## src/rtl/seq_pipe_pkg.sv

```systemverilog
// seq_pipe_pkg: shared constants and helpers for the seq_pipe block.
// S flag bit positions, default parameter values and the popcount width.
package seq_pipe_pkg;

  // Bit positions inside the 3-bit S result
  localparam int S_AND = 0;
  localparam int S_XOR = 1;
  localparam int S_OR  = 2;

  // Default data and event-counter widths
  localparam int W_DEF  = 8;
  localparam int CW_DEF = 8;

  // Bits needed to hold a popcount of a w-bit word (0..w inclusive)
  function automatic int pop_w(input int w);
    return $clog2(w + 1);
  endfunction

endpackage

```

## src/rtl/seq_pipe_logic.sv

```systemverilog
// seq_pipe_logic: purely combinational stage-1 functions of the registered
// word r and gate bit m: parity p, upper-bits-zero z, gate g, popcount pc.
module seq_pipe_logic
  import seq_pipe_pkg::*;
#(
  parameter int W = W_DEF
) (
  input  logic [W-1:0]          r,
  input  logic                  m,
  output logic                  p,
  output logic                  z,
  output logic                  g,
  output logic [pop_w(W)-1:0]   pc
);

  localparam int PW = pop_w(W);

  assign p = ^r;
  assign z = ~|r[W-1:1];
  assign g = ~(r[0] & m) | ~(r[W-1] & m) | p;

  // Population count of r, accumulated bit by bit
  always_comb begin
    // NOTE: the default assignment before the loop keeps pc fully assigned on every path, so no latch is inferred; blocking '=' is right inside combinational logic.
    pc = '0;
    for (int i = 0; i < W; i++) begin
      pc = pc + PW'(r[i]);
    end
  end

endmodule

```

## src/rtl/seq_pipe.sv

```systemverilog
// seq_pipe: two-stage valid/ready pipeline. Stage 1 registers the accepted
// word and gate bit, stage 2 registers the derived flags and popcount.
// Optional feature: define SEQ_PIPE_EVT_CNT_EN to build the saturating
// counter of S[2] output transfers; otherwise EVT_CNT is tied to zero.
module seq_pipe
  import seq_pipe_pkg::*;
#(
  parameter int W  = W_DEF,
  parameter int CW = CW_DEF
) (
  input  logic                  CLK,
  input  logic                  RST_N,
  input  logic [W-1:0]          I,
  input  logic                  MASK,
  input  logic                  IN_VALID,
  output logic                  IN_READY,
  output logic                  OUT_VALID,
  input  logic                  OUT_READY,
  output logic [2:0]            S,
  output logic [pop_w(W)-1:0]   POP,
  input  logic                  CNT_CLR,
  output logic [CW-1:0]         EVT_CNT
);

  localparam int PW = pop_w(W);

  // Stage 1 registers
  logic [W-1:0]  r1;
  logic          m1;
  logic          v1;

  // Stage 2 registers
  logic          p2;
  logic          z2;
  logic          g2;
  logic [PW-1:0] pop2;
  logic          v2;

  // Stage-1 function outputs
  logic          p;
  logic          z;
  logic          g;
  logic [PW-1:0] pc;

  // Handshake terms
  logic          en2;
  logic          accept;
  logic          xfer;
  logic          s_xor;

  seq_pipe_logic #(.W(W)) u_logic (
    .r  (r1),
    .m  (m1),
    .p  (p),
    .z  (z),
    .g  (g),
    .pc (pc)
  );

  // Stage 2 loads when it is empty or its word is leaving this cycle
  assign en2      = v1 & (~v2 | OUT_READY);
  assign IN_READY = ~v1 | en2;
  assign accept   = IN_VALID & IN_READY;
  assign xfer     = v2 & OUT_READY;

  // Outputs come straight from stage-2 registers
  assign s_xor       = p2 ^ g2;
  assign S[S_AND]    = p2 & z2;
  assign S[S_XOR]    = s_xor;
  assign S[S_OR]     = g2 | s_xor | ~(p2 & z2);
  assign POP         = pop2;
  assign OUT_VALID   = v2;

  // Stage 1: capture the word on acceptance, empty it when it moves on
  always_ff @(posedge CLK or negedge RST_N) begin
    // NOTE: sequential state uses non-blocking '<=' so every register samples pre-edge values and the pipeline shifts correctly regardless of block order.
    if (!RST_N) begin
      r1 <= '0;
      m1 <= 1'b0;
      v1 <= 1'b0;
    end else if (accept) begin
      r1 <= I;
      m1 <= MASK;
      v1 <= 1'b1;
    end else if (en2) begin
      v1 <= 1'b0;
    end
  end

  // Stage 2: take the stage-1 results on en2, empty on output transfer
  always_ff @(posedge CLK or negedge RST_N) begin
    if (!RST_N) begin
      p2   <= 1'b0;
      z2   <= 1'b0;
      g2   <= 1'b0;
      pop2 <= '0;
      v2   <= 1'b0;
    end else if (en2) begin
      p2   <= p;
      z2   <= z;
      g2   <= g;
      pop2 <= pc;
      v2   <= 1'b1;
    end else if (xfer) begin
      v2 <= 1'b0;
    end
  end

`ifdef SEQ_PIPE_EVT_CNT_EN
  logic [CW-1:0] evt_cnt;

  // Saturating count of transfers carrying S[2]; clear wins over increment
  always_ff @(posedge CLK or negedge RST_N) begin
    if (!RST_N) begin
      evt_cnt <= '0;
    end else if (CNT_CLR) begin
      evt_cnt <= '0;
    end else if (xfer && S[S_OR] && (evt_cnt != '1)) begin
      evt_cnt <= evt_cnt + CW'(1);
    end
  end

  assign EVT_CNT = evt_cnt;
`else
  // Counter not built: clear input is intentionally left without a load
  logic unused_cnt_clr;
  assign unused_cnt_clr = CNT_CLR;
  assign EVT_CNT        = '0;
`endif

endmodule
```

## config.mk

```make
export PLATFORM = sky130hd
export DESIGN_NAME = seq_pipe
export DESIGN_NICKNAME = d
export VERILOG_FILES = /design/src/rtl/seq_pipe_pkg.sv /design/src/rtl/seq_pipe_logic.sv /design/src/rtl/seq_pipe.sv
export SDC_FILE = /design/constraint.sdc
export NUM_CORES = 1
export LEC_CHECK = 0
export BUFFER_PORTS_ARGS = -buffer_cell sky130_fd_sc_hd__buf_2
export CAP_MARGIN = 20
export CORE_UTILIZATION = 50
export CTS_CLUSTER_DIAMETER = 120
export CTS_CLUSTER_SIZE = 10
export DETAILED_ROUTE_END_ITERATION = 12
export GPL_TIMING_DRIVEN = 0
export PLACE_DENSITY = 0.78
export SYNTH_ARGS = -nofsm -noshare
export SYNTH_HDL_FRONTEND = slang
export SYNTH_SLANG_ARGS = --single-unit
```

## constraint.sdc

```tcl
create_clock -name CLK -period 4.3 [get_ports CLK]
set_clock_uncertainty 0.1 [all_clocks]
set_input_delay 0.43 -clock CLK [delete_from_list [all_inputs] [get_ports CLK]]
set_output_delay 0.43 -clock CLK [all_outputs]
set_load 0.03 [all_outputs]
```

==> impl_metrics.yaml, run 1 <==
outcome:
  outcome: "completed"
sta:
  worst_slack_ns: 1.13
  drv_slew: 0
  setup_viol: 0
  rsz0062_at_grt: "false"
  min_period_ns: 3.17
  hold_viol: 0
  max_freq_mhz: 316
  period_share: 0.737
  final.setup.tns_ns: 0
setup_path:
  crit_top_cell: "fa_1"
  required_ns: 4.39
  start_kind: "flip-flop"
  crit_chain: "ha_1 -> inv_1 -> fa_1 -> fa_1 -> fa_1 -> fa_1 -> xnor2_1 -> mux2_2"
  worstPathMaxFanout: 3
  critPathArrivalTime_ns: 3.26
  crit_slowest_cell: "fa_1"
  critPathMaxStageDelay_ns: 0.49
  critPathKind: "flip-flop to flip-flop"
  cp-startpoint: "r1[0]$_DFFE_PN0P_"
  crit_path_end_kind: "flip-flop"
  r2r-start: "r1[0]$_DFFE_PN0P_"
pwr:
  ir_worst_vdd_mv: 0.275
  p_leak_uw: 0.000680
  p_per_area_mw_per_mm2: 508
global_routing:
  grt_pass1_vias: 547
  grt_max_degree: 19
  grt_usage: 0.156
  grt_overflow_total: 0
  antenna_found_initial: 0
  grt_pass1_wl_um: 2350
yosys:
  async_flop_share: 1.00
  synth.distinct_cells: 24
  synth_top_family_by_area: "multiplexers"
  synthCells: 86
  synth_compound_area_frac: 0.0252
  synth_top_flop_cell: "dfrtp_1"
  synth_edf_count: 0
  synth_xor_area_frac: 0.0684
  ys.warnings.count: 0
  ys_seq_elements: 18
  synth_area_per_cell_um2: 12.1
  syn_area_mm2: 0.00104
  synth-simple-area-share: 0.0696
  muxShareOfSynthArea: 0.157
  ys_seq_area_frac: 0.432
  yosys.area_share.adder: 0.125
detailed_routing:
  drt-initial-drc-count: 3
  drcViolationCount: 0
  wl_per_cell_um: 10.6
  ant_nets: 0
  firstDrtPassIters: 4
  viasPerCell: 4.49
  via_count: 655
  routed_wl_um: 1550
finish:
  antenna_cells: 0
  multi_input_area_um2: 494
  seqCellArea_um2: 450
  drive_gt1_frac: 0.387
  syn_to_final_growth_pct: 20.3
  n_fill_cell: 172
  layout.nets: 142
floorplan:
  chipHeight_um: 47.7
  dieArea_mm2: 0.00227
  io_pins: 31
  initial_core_util: 0.531
  core_mm2: 0.00196
  die_width_um: 47.7
  rows: 16
clock_tree:
  clk_latency_ns: 0.29
  cts_sinks: 18
  htreeDepth: 1
  postCtsSetupBuffers: 0
  clockBufferDepth: 2
  cts_tree: "done"
  clk_pin_slew_worst_paths_ns: 0.11
  cts_made_buffers: 3
  cts-root-buf: "clkbuf_4"
worst_hold_path:
  min_path_type: "input port to flip-flop"
  min_from: "IN_VALID"
flow_run:
  max-cap-violations: 0
placed_design:
  globalplace.congestion: 0.806
  io_buffers: 21
  dp_slack_ns: 1.14
  dp_hpwl_um: 1260
-- cell families (layout without fill, tap and decap cells) --
group | after synthesis | count (layout)
AOI/OAI and AO/OA | 3 | 3
xor gates and xnor gates | 5 | 5
adders and majority gates | 8 | 8
buffers and inverters | 24 | 50
DFF | 18 | 18
muxes | 15 | 15
other | 1 | 8
and+or+nand+nor | 12 | 12
-- critical path: cells and delay by family (launching register included) --
kind / cells / cell delay (ns)
XOR/XNOR: 1 / 0.14
multiplexers: 1 / 0.25
flip-flops: 1 / 0.43
buffers and inverters: 1 / 0.06
adder cells (fa/ha/maj): 5 / 2.08
-- what timing repair did --
item	CTS	global route
endpoints found under the hold margin	18	0
hold buffers	1	0
resized for setup	0	0
setup endpoints to repair	0	0
-- cell type report --
type / instances / area share
multi-input cells: 51 / 0.394
flip-flops and latches: 18 / 0.359
well taps: 27 / 0.0269
inverters: 15 / 0.0449
repair buffers: 22 / 0.0918
clock buffers: 4 / 0.0289
plain buffers: 9 / 0.0539
-- cell usage in the layout (no fill, tap or decap), drive strengths merged --
master	n
a21oi	1
a41oi	1
and2	1
and3	1
buf	30
clkbuf	4
conb	8
dfrtp	18
dlygate4sd3	1
fa	4
ha	4
inv	15
mux2	11
mux2i	4
nand2	3
nand2b	3
nand3b	1
nor2b	1
nor4	1
o21ai	1
or4	1
xnor2	2
xnor3	2
xor2	1
-- layer usage --
layer / track usage / vias to the layer above / wire, µm
met2: 0.263 / 27 / 741
met5: 0 / - / 0
met4: 0.0667 / 0 / 25
li1: - / 322 / -
met3: 0.0453 / 6 / 74
met1: 0.186 / 300 / 707
-- per-stage QoR --
step | cells | utilization | power (µW) | instance area, µm² | hold slack, ns
3_5_place_dp | 141 | 0.615 | 540 | 1210 | 0.281
4_1_cts | 146 | 0.639 | 647 | 1250 | 0.247
2_1_floorplan | 93 | - | 468 | 1070 | 0.0344
6_report | 146 | 0.639 | 637 | 1250 | 0.255
5_1_grt | 146 | 0.639 | 697 | 1250 | 0.240
3_3_place_gp | 141 | 0.615 | 522 | 1210 | 0.273
-- state kept, by name, summed over array words and instances (netlist names) --
register,count
OUT_VALID,1
m1,1
z2,1
g2,1
r1,8
p2,1
POP,4
v1,1
-- cell usage after synthesis, drive strengths merged (2+ instances only) --
master,instances,share of area
mux2i,4,0.038
xnor2,2,0.017
xnor3,2,0.043
inv,15,0.054
nand2,3,0.013
dfrtp,18,0.43
buf,9,0.065
fa,4,0.077
ha,4,0.048
nand2b,3,0.018
mux2,11,0.12
-- path summary, 6_finish.rpt --
kind / endpoint / slack, ns / cells past startpoint
max: POP[2]$_DFFE_PN0P_ / 1.13 / 8
min: v1$_DFFE_PN0P_ / 0.25 / 2
max reg2reg: POP[2]$_DFFE_PN0P_ / 1.13 / 8
min reg2reg: z2$_DFFE_PN0P_ / 0.40 / 1
max in group asynchronous: r1[4]$_DFFE_PN0P_ / 3.31 / 2
min in group asynchronous: POP[0]$_DFFE_PN0P_ / 0.49 / 2
-- power by group --
group / switching, µW / leakage (µW) / total [µW] / internal (µW)
Clock: 54.2 / 0.0000210 / 106 / 51.6
Combinational: 162 / 0.000449 / 299 / 137
Sequential: 25.5 / 0.000210 / 233 / 207
Total: 242 / 0.000680 / 637 / 396
Note: power is estimated with default switching activity, not from simulation.
==> inputs of run 2 (changes only) <==
clock period = 3.15 ns   (was 4.3 ns; I/O delays follow)
==> impl_metrics.yaml, run 2 (synthesis gave the netlist of run 1 again) <==
outcome:
  outcome: "completed"
sta:
  period_share: 0.983
  min_period_ns: 3.10
  max_freq_mhz: 323
  setup_viol: 0
  rsz0062_at_grt: "true"
  hold_viol: 0
  drv_slew: 0
clock_tree:
  cts-root-buf: "clkbuf_4"
  clockBufferDepth: 2
  htreeDepth: 1
  clk_latency_ns: 0.29
  clk_pin_slew_worst_paths_ns: 0.11
  cts_tree: "done"
  cts_sinks: 18
  cts_made_buffers: 3
placed_design:
  io_buffers: 21
  globalplace.congestion: 0.806
  placedCellCount: 141
  placedInstanceArea_mm2: 0.00121
  dp_hpwl_um: 1260
floorplan:
  core_mm2: 0.00196
  io_pins: 31
  chipHeight_um: 47.7
  dieArea_mm2: 0.00227
  rows: 16
  initial_core_util: 0.531
  die_width_um: 47.7
detailed_routing:
  drcViolationCount: 0
  viasPerCell: 4.41
  ant_nets: 0
  firstDrtPassIters: 4
  drt-initial-drc-count: 4
  routed_wl_um: 1570
  wl_per_cell_um: 10.6
  via_count: 653
worst_hold_path:
  min_path_type: "input port to flip-flop"
finish:
  top_register: "r1"
  fin_util: 0.656
  largest_reg_flops: 8
  antenna_cells: 0
  syn_to_final_growth_pct: 23.4
  finish.instance_area_mm2: 0.00129
  final_common_cell: "buf_2"
  layout_common_cells: "buf_2 (21), dfrtp_1 (18), inv_1 (15), buf_4 (11), mux2_2 (10)"
  layout.nets: 144
  instances_no_fill: 148
  drive_gt1_frac: 0.421
  n_fill_cell: 168
pwr:
  p_leak_uw: 0.000688
  p_per_area_mw_per_mm2: 701
  ir_worst_vdd_mv: 0.380
global_routing:
  grt_pass1_wl_um: 2350
  grt_max_degree: 19
  antenna_found_initial: 0
  grt_usage: 0.156
  grt_pass1_vias: 547
  grt_overflow_total: 0
setup_path:
  required_ns: 3.24
  start_kind: "flip-flop"
  critPathArrivalTime_ns: 3.18
  critPathKind: "flip-flop to flip-flop"
  crit_path_end_kind: "flip-flop"
  worstPathMaxFanout: 3
flow_run:
  max-cap-violations: 0
## run 2: cell types whose count changed in the layout (fill, tap and decap cells not counted)
cell	change
ha_4	+1
fa_1	-2
buf_4	+2
ha_1	-1
fa_2	+2
## run 2: timing repair
| item | CTS | global route |
|---|---|---|
| setup endpoints to repair | 1 | 1 |
| gates resized for setup | 1 | 2 |
| hold endpoints to repair | 18 | 0 |
| pin swaps | 0 | 4 |
| setup buffers | 0 | 2 |
| hold buffers | 1 | 0 |
## run 2: worst paths after layout
path / startpoint / slack [ns] / cells past startpoint / end
worst max-delay path: r1[0]$_DFFE_PN0P_ / 0.05 / 8 / POP[2]$_DFFE_PN0P_
worst min-delay path: IN_VALID / 0.14 / 2 / v1$_DFFE_PN0P_
worst max register to register: r1[0]$_DFFE_PN0P_ / 0.05 / 8 / POP[2]$_DFFE_PN0P_
worst min register to register: z2$_DFFE_PN0P_ / 0.40 / 1 / z2$_DFFE_PN0P_
max in group asynchronous: RST_N / 2.30 / 2 / r1[3]$_DFFE_PN0P_
min in group asynchronous: RST_N / 0.37 / 2 / v1$_DFFE_PN0P_
## run 2: layout make-up
cell class	count	area, µm²	area share
multi-input cells	51	512	0.398
clock buffers	4	36.3	0.0282
inverters	15	56.3	0.0438
plain buffers	9	67.6	0.0525
well taps	27	33.8	0.0263
flip-flops and latches	18	450	0.350
repair buffers	24	130	0.101
## run 2: power breakdown
group	switching [µW]	internal (µW)
sequential	37.1	283
combinational	229	207
clock	75.3	70.4
## run 2: per-layer routing
metal / routed length (µm) / global-route usage / up-vias / part of all wire
li1: - / - / 326 / -
met1: 696 / 0.186 / 300 / 0.44
met2: 785 / 0.263 / 23 / 0.50
met3: 71 / 0.0453 / 4 / 0.045
met4: 19 / 0.0667 / 0 / 0.012
met5: 0 / 0 / - / 0
## run 2: critical path, cell delays in order (launching register included)
cell and delay (ns):
dfrtp_1 0.45, ha_4 0.29, inv_1 0.04, fa_1 0.52
fa_1 0.45, fa_2 0.39, fa_2 0.35, xnor2_1 0.13
mux2_2 0.25
## run 2: stage by stage
step                TNS [ns]  hold WS (ns)  setup slack [ns]  total power [µW]
detailed placement  -0.00822         0.166          -0.00822               737
finish                     0         0.140            0.0527               902
global route        -0.00405         0.125          -0.00405               981
CTS                        0         0.132            0.0319               887
global placement           0         0.158            0.0966               713
floorplan                  0       -0.0806             0.167               639
